==> src/rtl/park_input_conditioner.sv <==
// Purpose: conditions parking-lot board inputs (buttons, sensors, token switches) for parking_fsm.
// Latency: raw change -> debounced level/event in 2 + DEBOUNCE_CYCLES cycles; token 2 cycles.
// Backpressure: none; button events are sticky until consumed by fsm_tick. Optional macro: PARK_TOKEN_LATCH_EN.
module park_input_conditioner #(
    parameter int DEBOUNCE_CYCLES   = 1000000,
    parameter int CNT_W             = 20,
    parameter int SENSOR_ACTIVE_LOW = 1
) (
    input  logic       clk_50MHz,
    input  logic       reset,
    input  logic       entry_btn_raw,
    input  logic       exit_btn_raw,
    input  logic       entry_sensor_raw,
    input  logic       exit_sensor_raw,
    input  logic [4:0] token_input,
    input  logic       fsm_tick,
    output logic       entry_btn_evt,
    output logic       exit_btn_evt,
    output logic       entry_present,
    output logic       exit_present,
    output logic [4:0] token_out
);

    // Channel order: 0 entry button, 1 exit button, 2 entry sensor, 3 exit sensor.
    localparam logic             SENS_IDLE = (SENSOR_ACTIVE_LOW != 0);
    localparam logic [3:0]       IDLE_LVL  = {SENS_IDLE, SENS_IDLE, 1'b0, 1'b0};
    localparam logic [CNT_W-1:0] CNT_LAST  = CNT_W'(DEBOUNCE_CYCLES - 1);

    logic [3:0]       raw_bus;
    logic [3:0]       sync_q1;
    logic [3:0]       sync_q2;
    logic [3:0]       stable;
    logic [3:0]       accept;
    logic [CNT_W-1:0] cnt [4];
    logic [4:0]       tok_q1;
    logic [4:0]       tok_q2;

    assign raw_bus = {exit_sensor_raw, entry_sensor_raw, exit_btn_raw, entry_btn_raw};

    // Two-flop synchronizers; reset loads the idle level so release creates no false edge.
    always_ff @(posedge clk_50MHz or posedge reset) begin
        if (reset) begin
            sync_q1 <= IDLE_LVL;
            sync_q2 <= IDLE_LVL;
            tok_q1  <= '0;
            tok_q2  <= '0;
        end else begin
            sync_q1 <= raw_bus;
            sync_q2 <= sync_q1;
            tok_q1  <= token_input;
            tok_q2  <= tok_q1;
        end
    end

    // A channel accepts its new level after DEBOUNCE_CYCLES consecutive differing samples.
    always_comb begin
        accept = '0;
        for (int i = 0; i < 4; i++) begin
            accept[i] = (sync_q2[i] != stable[i]) && (cnt[i] == CNT_LAST);
        end
    end

    // Debounce counters: any sample matching the stable level restarts the count.
    always_ff @(posedge clk_50MHz or posedge reset) begin
        if (reset) begin
            stable <= IDLE_LVL;
            for (int i = 0; i < 4; i++) begin
                cnt[i] <= '0;
            end
        end else begin
            for (int i = 0; i < 4; i++) begin
                if (sync_q2[i] == stable[i]) begin
                    cnt[i] <= '0;
                end else if (accept[i]) begin
                    cnt[i]    <= '0;
                    stable[i] <= sync_q2[i];
                end else begin
                    cnt[i] <= cnt[i] + 1'b1;
                end
            end
        end
    end

    // Sticky press events: a new debounced rising edge beats a simultaneous tick clear.
    always_ff @(posedge clk_50MHz or posedge reset) begin
        if (reset) begin
            entry_btn_evt <= 1'b0;
            exit_btn_evt  <= 1'b0;
        end else begin
            entry_btn_evt <= (accept[0] & sync_q2[0]) | (entry_btn_evt & ~fsm_tick);
            exit_btn_evt  <= (accept[1] & sync_q2[1]) | (exit_btn_evt & ~fsm_tick);
        end
    end

    // Sensor outputs come straight from the stable registers, normalised to active-high.
    assign entry_present = stable[2] ^ SENS_IDLE;
    assign exit_present  = stable[3] ^ SENS_IDLE;

`ifdef PARK_TOKEN_LATCH_EN
    logic [4:0] tok_latch;

    // Token is captured on the same edge that raises entry_btn_evt and held until the next press.
    always_ff @(posedge clk_50MHz or posedge reset) begin
        if (reset) begin
            tok_latch <= '0;
        end else if (accept[0] & sync_q2[0]) begin
            tok_latch <= tok_q2;
        end
    end

    assign token_out = tok_latch;
`else
    assign token_out = tok_q2;
`endif

endmodule
==> config.mk <==
export PLATFORM = sky130hd
export DESIGN_NAME = park_input_conditioner
export DESIGN_NICKNAME = d
export VERILOG_FILES = /design/src/rtl/park_input_conditioner.sv
export SDC_FILE = /design/constraint.sdc
export NUM_CORES = 1
export LEC_CHECK = 0
export ABC_AREA = 1
export CAP_MARGIN = 15
export CORE_MARGIN = 2
export CORE_UTILIZATION = 60
export CTS_BUF_LIST = sky130_fd_sc_hd__clkbuf_2
export DETAILED_ROUTE_END_ITERATION = 8
export PLACE_DENSITY = 0.88
export SYNTH_ARGS = -nofsm -noshare
export SYNTH_HDL_FRONTEND = slang
export SYNTH_SLANG_ARGS = --single-unit
==> constraint.sdc <==
create_clock -name clk_50MHz -period 4.9 [get_ports clk_50MHz]
set_input_delay 0.735 -clock clk_50MHz [delete_from_list [all_inputs] [get_ports clk_50MHz]]
set_output_delay 0.735 -clock clk_50MHz [all_outputs]
set_load 0.1 [all_outputs]
Word level (Yosys, flattened, before mapping) --
Cells that the tools add are included.
Word-level totals: output and inout port bits 9, logic and storage cells 59, input bits 12, bits in registers 104
Operators by class: add/sub/neg operators 4, reduce and logical (&&, ||, !) cells 8, bitwise operators 13, equality and inequality tests 12, muxes and demuxes 8
Operators by type and width (count):
- 2-to-1 mux 20 bit | 8
- adder 20 x 1 -> 20 bit (second input constant) | 4
- equality test 20 bit (second input constant) | 4
- AND reduction 2 bit | 4
- NOT 1 bit | 7
- bitwise AND 1 bit | 4
- equality test 1 bit | 4
- logical AND 1 bit | 4
- != test 1 bit | 4
- bitwise OR 1 bit | 2

Longest topological paths before layout --
Gate-level depths: netlist (run 1).
depth after elaboration 4, gate-level depth with buffers 9, depth with buffers taken out 9

Worst setup path before layout (run 1) --
No wires, ideal clock.
path type register -> register, from register stable[3], to register cnt[15] (netlist name), setup slack 3.050 ns, setup time 0.119 ns, arrival time 1.731 ns, buffers on the path 1, stages on the path, launching flop included 10, period minus slack after synthesis 1.850 ns, data required time 4.781 ns, cell sequence dfstp_2 -> inv_1 -> nand2_1 -> nand2_2 -> nand2_1 -> nor2_1 -> nand2_2 -> buf_6 -> nand3_1 -> nor2_1
On the way: word-level cells in the longest chain between the ends 4, elaborated cells on any way between the ends 5, those cells by class eq/ne (2); mux (2); reduce/logical (1)
Ends and longest elaborated chain:
- from (decl) | RTL line 32 | logic [3:0] stable;
- from (signal, indexed assignment) | RTL line 76 | stable[i] <= sync_q2[i];
- != test 1 bit | RTL line 59 | accept[i] = (sync_q2[i] != stable[i]) && (cnt[i] == CNT_LAST);
- logical AND 1 bit | RTL line 59
- 2-to-1 mux 20 bit | RTL line 74 | end else if (accept[i]) begin
- 2-to-1 mux 20 bit (*) | RTL line 72 | if (sync_q2[i] == stable[i]) begin
- to (signal, indexed assignment) | RTL line 78 | cnt[i] <= cnt[i] + 1'b1;
- to (decl) | RTL line 34 | logic [CNT_W-1:0] cnt [4];
Mark *: on every way between the ends. The rest lies on a longest branch, timed or not. A chain may end at the register's enable or synchronous reset.

Final worst setup path (run 1) --
from register stable[2], to output entry_present
On the way: word-level cells in the longest chain between the ends 1
Ends and longest elaborated chain:
- NOT 1 bit (no line)
- to (decl) | RTL line 19 | output logic entry_present,
No other way between the ends.

==> results of run 1 <==
power groups by stage:
stage,Clock (mW),Sequential [mW],Combinational [mW]
CTS,0.510,0.887,0.0850
detailed placement,0,0.901,0.0849
global route,0.533,0.889,0.0940
finish,0.492,0.886,0.0828
floorplan,0,0.913,0.0427
global placement,0,0.899,0.0819
worst register-to-register path, stage by stage, from the launching register on:
cell	delay (ns)
dfstp_2	0.59
inv_1	0.06
nand2_1	0.06
nand2_1	0.24
nand2_1	0.16
nor2_1	0.05
nand2_1	0.32
nand2_1	0.17
nor2_1	0.13
metrics by stage:
stage,utilization,total power [mW]
5_1_grt,0.665,1.52
3_5_place_dp,0.647,0.986
2_1_floorplan,-,0.956
3_3_place_gp,0.647,0.981
6_report,0.665,1.46
4_1_cts,0.665,1.48
cell type report:
type	count	area (sq um)	share of cell area
timing repair buffer	21	208	0.0362
multi-input combinational	456	2320	0.404
inverter	83	314	0.0547
tap	108	135	0.0235
clock buffer	10	50.0	0.00872
clock inverter	6	108	0.0187
sequential	104	2610	0.455
synth_stat cells, drive strengths merged (2+ instances only):
library cell    n
o21bai          5
nand2         140
a21oi          15
nor3            7
xor2           25
buf             4
dfstp           6
or2             2
xnor2          12
inv            82
nor2          156
ha              4
nand3          64
dfrtp          98
nand3b          4
nand4           7
o21ai           7
o22ai           2
nor3b           5
sequential cells by signal (all words and copies together) (netlist names):
signal and flops:
cnt 80, tok_q1 5, token_out 5, stable 4, sync_q1 4, sync_q2 4
entry_btn_evt 1, exit_btn_evt 1
logic make-up (layout without fill, tap and decap cells):
logic type	count (synthesis)	count (layout)	synth area share
adders and majority gates	4	4	0.00949
xor gates and xnor gates	37	37	0.0615
AOI/OAI and AO/OA	29	29	0.0361
buffers and inverters	87	120	0.0653
and+or+nand+nor	386	386	0.333
DFF	104	104	0.495
how the worst max path moves through the flow:
stage	startpoint	to	slack (ns)	depth (start not counted)
final	stable[2]$_DFFE_PP1P_	entry_present	1.95	2
after global placement	stable[2]$_DFFE_PP1P_	entry_present	2.60	2
after floorplan	reset	cnt[0]$_DFF_PP0_	1.44	1
after CTS	stable[2]$_DFFE_PP1P_	entry_present	1.90	2
after detailed placement	reset	entry_btn_evt$_DFF_PP0_	2.56	3
after global routing	stable[2]$_DFFE_PP1P_	entry_present	1.86	2
metal layers:
metal | GRT usage | share of wire | vias to the layer above | wire length [um]
met3 | 0.0458 | 0.047 | 11 | 455
met1 | 0.269 | 0.45 | 1921 | 4340
met4 | 0.0726 | 0.012 | 0 | 117
met5 | 0 | 0 | - | 0
li1 | - | - | 2065 | -
met2 | 0.377 | 0.50 | 76 | 4830
==> impl_metrics.csv, run 1 <==
group,metric,value,unit
outcome,status,"finished, final reports clean",
drt,ant_nets,0,
setup_path,critPathRequiredTime,4.16,ns
floorplan,die_h,97.7,um
drt,drt_iter0_drc,159,
final_layout,nets,691,
setup_path,crit_buf_inv,2,
floorplan,initial_core_util,0.610,
synth,synth_ff_type,"dfrtp_1",
final_layout,final_common_cell,"nor2_1",
timing,slew_headroom,0.354,
setup_path,startpoint_type,"flop",
placement,place_congestion,0.907,
grt,grt_pass1_vias,3986,
synth,seq_area_frac_synth,0.495,
synth,syn_nets,663,
setup_path,worst_setup_path_end_kind,"output pin",
timing,fmax,0.339,GHz
setup_path,critPathArrivalTime,2.21,ns
drt,dr_total_vias,4073,
synth,synth_area,0.00527,sq mm
pwr,seq_power_share,0.607,
pwr,intPower,1.12,mW
setup_path,rr_endpoint,"cnt[29]$_DFF_PP0_",
min_path,hold_depth,0,
timing,rsz0062_at_grt,"false",
floorplan,ios,21,
pwr,p_comb_frac,0.057,
placement,port_buffers,20,
final_layout,finalInstanceArea,0.00574,sq mm
clocking,clockRootBuffer,"clkbuf_2",
placement,place_hpwl,7180,um
clocking,clk_latency,0.56,ns
min_path,hold_class,"reg2reg",
setup_path,path_delay_family,"buffers and inverters",
final_layout,final_cell_mix,"nor2_1 (135), nand2_1 (129), dfrtp_1 (98)",
setup_path,rr_startpoint,"stable[2]$_DFFE_PP1P_",
clocking,post-cts-setup-buffers,0,
drt,wl_per_cell,12.4,um
drt,drc,0,
grt,grt_max_degree,70,
pwr,p_leak,2.60,nW
final_layout,antenna_cells,0,
placement,place_area,0.00558,sq mm
clocking,cts_inserted_buffers,9,
synth,synth_top_area_frac,0.465,
timing,tightest_slew,0.965,ns
clocking,clockBufferDepth,2,
final_layout,drive_above_1_share,0.101,
timing,final.period_utilization,0.602,
grt,overflow,0,
pwr,p_sw_frac,0.233,
grt,antenna_found_initial,0,
placement,post-place-ws,2.56,ns
synth,avgSynthCellArea,8.15,sq um
drt,routed_wl,9740,um
synth,synth_largest_area_cell,"dfrtp_1",
clocking,cts_tree,"done",
synth,syn_inst,647,
synth,synthDistinctLibCells,30,
timing,setup_viol_count_final,0,
setup_path,cp_slowest_cell,"clkdlybuf4s50_1",
timing,post-route-min-period,2.95,ns
clocking,hold_buffers,0,
grt,grt_pass1_wl,16900,um
timing,hold_viol_final,0,
final_layout,fin_cells,788,
clocking,clkSinkCount,104,
clocking,clk_pin_slew,0.26,ns
setup_path,rr_worst_depth,8,
grt,grt_usage,0.216,
clocking,htreeDepth,3,
synth,ys_seq_elements,104,
floorplan,num_rows,34,
clocking,cts_resized,0,
setup_path,cp_max_fo,3,
pwr,cellPowerDensity,255,mW/mm^2
drt,viasPerCell,5.17,
run,cap_violations,0,
setup_path,slowest_delay,1.14,ns
timing,fin_setup_tns,0,ns
synth,async_reset_ff_frac,1.00,
synth,synth_area_leaders,"dfrtp_1 (47%), nor2_1 (9.6%), nand2_1 (9.2%)",
min_path,hold_start,"sync_q1[2]$_DFF_PP1_",
timing,timing.hold.ws,0.383,ns
floorplan,coreArea,0.00864,sq mm
floorplan,die_w,97.7,um
timing,fin_skew,0.0206,ns
timing,slew_violations,0,
floorplan,die-area,0.00955,sq mm
placement,dp_cells,772,
setup_path,critPathKind,"reg2out",
setup_path,path_cells,"inv_1 > clkdlybuf4s50_1",
pwr,ir_worst_vdd,0.000163,V
drt,drt_first_pass_iters,4,
synth,yosys_warnings,0,
setup_path,r2r_slack,3.06,ns
pwr,p_clk_frac,0.337,
final_layout,nFillCells,695,
timing,layout_setup_ws,1.95,ns
min_path,worstHoldEndpoint,"sync_q2[2]$_DFF_PP1_",
pwr,switching_power,340,uW
synth,synth_edf_count,0,
final_layout,syn2layout_area_growth,8.92,%
Power figures use the tool's default switching activity.
==> inputs of run 2 (changes only) <==
Clock period 4.9 ns to 2.9 ns, I/O delays scaled along.
==> impl_metrics.csv, run 2 (synthesized netlist as in run 1, its figures left out) <==
group,metric,value,unit
clocking,cts_inserted_buffers,9,
placement,place_congestion,0.902,
timing,slew_violations,0,
timing,fmax,0.537,GHz
min_path,hold_class,"in2reg",
setup_path,critPathArrivalTime,1.43,ns
floorplan,die_w,97.7,um
drt,drt_iter0_drc,163,
clocking,clkSinkCount,104,
final_layout,largest_reg_flops,80,
drt,routed_wl,10200,um
floorplan,ios,21,
drt,ant_nets,0,
floorplan,num_rows,34,
pwr,seq_power_share,0.677,
grt,overflow,0,
final_layout,nets,692,
outcome,status,"finished, final reports clean",
final_layout,final_common_cell,"nor2_1",
drt,viasPerCell,5.24,
timing,rsz0062_at_grt,"false",
clocking,hold_buffers,0,
timing,fin_skew,0.0228,ns
final_layout,antenna_cells,0,
final_layout,final_cell_mix,"nor2_1 (135), nand2_1 (129), dfrtp_1 (98)",
placement,place_hpwl,7650,um
clocking,clockBufferDepth,2,
grt,grt_usage,0.228,
pwr,p_comb_frac,0.066,
floorplan,die_h,97.7,um
timing,slew_headroom,0.507,
clocking,post-cts-setup-buffers,0,
floorplan,initial_core_util,0.610,
clocking,htreeDepth,3,
timing,fin_setup_tns,0,ns
final_layout,syn2layout_area_growth,7.81,%
clocking,clk_latency,0.55,ns
pwr,ir_worst_vdd,0.000274,V
clocking,cts_tree,"done",
final_layout,postLayoutCoreUtil,0.658,
pwr,switching_power,569,uW
grt,grt_max_degree,39,
setup_path,worst_setup_path_end_kind,"output pin",
final_layout,drive_above_1_share,0.116,
drt,drc,0,
clocking,clk_pin_slew,0.27,ns
timing,tightest_slew,0.738,ns
clocking,cts_resized,0,
timing,final.period_utilization,0.642,
setup_path,cp_max_fo,3,
final_layout,nFillCells,717,
floorplan,coreArea,0.00864,sq mm
timing,setup_viol_count_final,0,
timing,post-route-min-period,1.86,ns
grt,antenna_found_initial,0,
drt,wl_per_cell,13.0,um
final_layout,largest_register,"cnt",
grt,grt_pass1_wl,18000,um
clocking,clockRootBuffer,"clkbuf_2",
pwr,p_leak,2.58,nW
setup_path,critPathRequiredTime,2.47,ns
pwr,cellPowerDensity,390,mW/mm^2
drt,dr_total_vias,4134,
floorplan,die-area,0.00955,sq mm
pwr,p_clk_frac,0.257,
setup_path,critPathKind,"reg2out",
pwr,p_sw_frac,0.257,
setup_path,startpoint_type,"flop",
placement,port_buffers,20,
grt,grt_pass1_vias,4073,
timing,hold_viol_final,0,
setup_path,r2r_slack,1.18,ns
drt,drt_first_pass_iters,4,
pwr,intPower,1.64,mW
run,cap_violations,0,
## run 2: cell count changes in the layout (fill, tap and decap cells not counted)
cell             delta
buf_12              +2
buf_4               +8
bufinv_16           -3
clkbuf_2            +1
clkdlybuf4s50_1     -9
clkinv_4            -1
clkinvlp_4          +3
inv_4               -1
inv_6               +1
## run 2: final timing paths
| check | start | endpoint | depth (start not counted) |
|---|---|---|---|
| worst max-delay path | stable[3]$_DFFE_PP1P_ | exit_present | 2 |
| worst min-delay path | entry_sensor_raw | sync_q1[2]$_DFF_PP1_ | 1 |
| worst max register to register | stable[2]$_DFFE_PP1P_ | cnt[29]$_DFF_PP0_ | 8 |
| worst min register to register | sync_q1[3]$_DFF_PP1_ | sync_q2[3]$_DFF_PP1_ | 0 |
| max in group asynchronous | reset | stable[3]$_DFFE_PP1P_ | 3 |
| min in group asynchronous | reset | tok_q1[2]$_DFF_PP0_ | 2 |
## run 2: stage by stage
step                      hold slack, ns  power (mW)  worst slack (ns)  instances  cell area (sq um)
after floorplan                    0.331        1.62              1.05        647               5280
after global placement             0.333        1.66              1.26        773               5600
after detailed placement           0.335        1.67              1.23        773               5600
after CTS                          0.188        2.25             0.998        789               5680
after global routing               0.177        2.31             0.925        789               5680
final                              0.243        2.21              1.04        789               5680
## run 2: power groups by stage
stage | Sequential (mW) | Combinational (mW) | Clock [mW]
2_1_floorplan | 1.54 | 0.0725 | 0
3_3_place_gp | 1.52 | 0.143 | 0
3_5_place_dp | 1.52 | 0.149 | 0
4_1_cts | 1.50 | 0.150 | 0.600
5_1_grt | 1.50 | 0.163 | 0.648
6_report | 1.50 | 0.147 | 0.569
## run 2: cell type report
class	count	area [sq um]	area share
Clock buffer	11	55.1	0.00969
Sequential cell	104	2610	0.459
Tap cell	108	135	0.0238
Timing Repair Buffer	22	218	0.0383
Inverter	83	315	0.0555
Clock inverter	5	32.5	0.00572
Multi-Input combinational cell	456	2320	0.408
## run 2: routing by layer
metal	GRT usage	share of wire
met5	0	0
met3	0.0480	0.037
met1	0.300	0.45
met2	0.384	0.50
met4	0.0716	0.014
## run 2: critical path, stage by stage (launching register included)
cell and delay [ns]:
dfstp_2 0.59, inv_1 0.06, buf_4 0.23
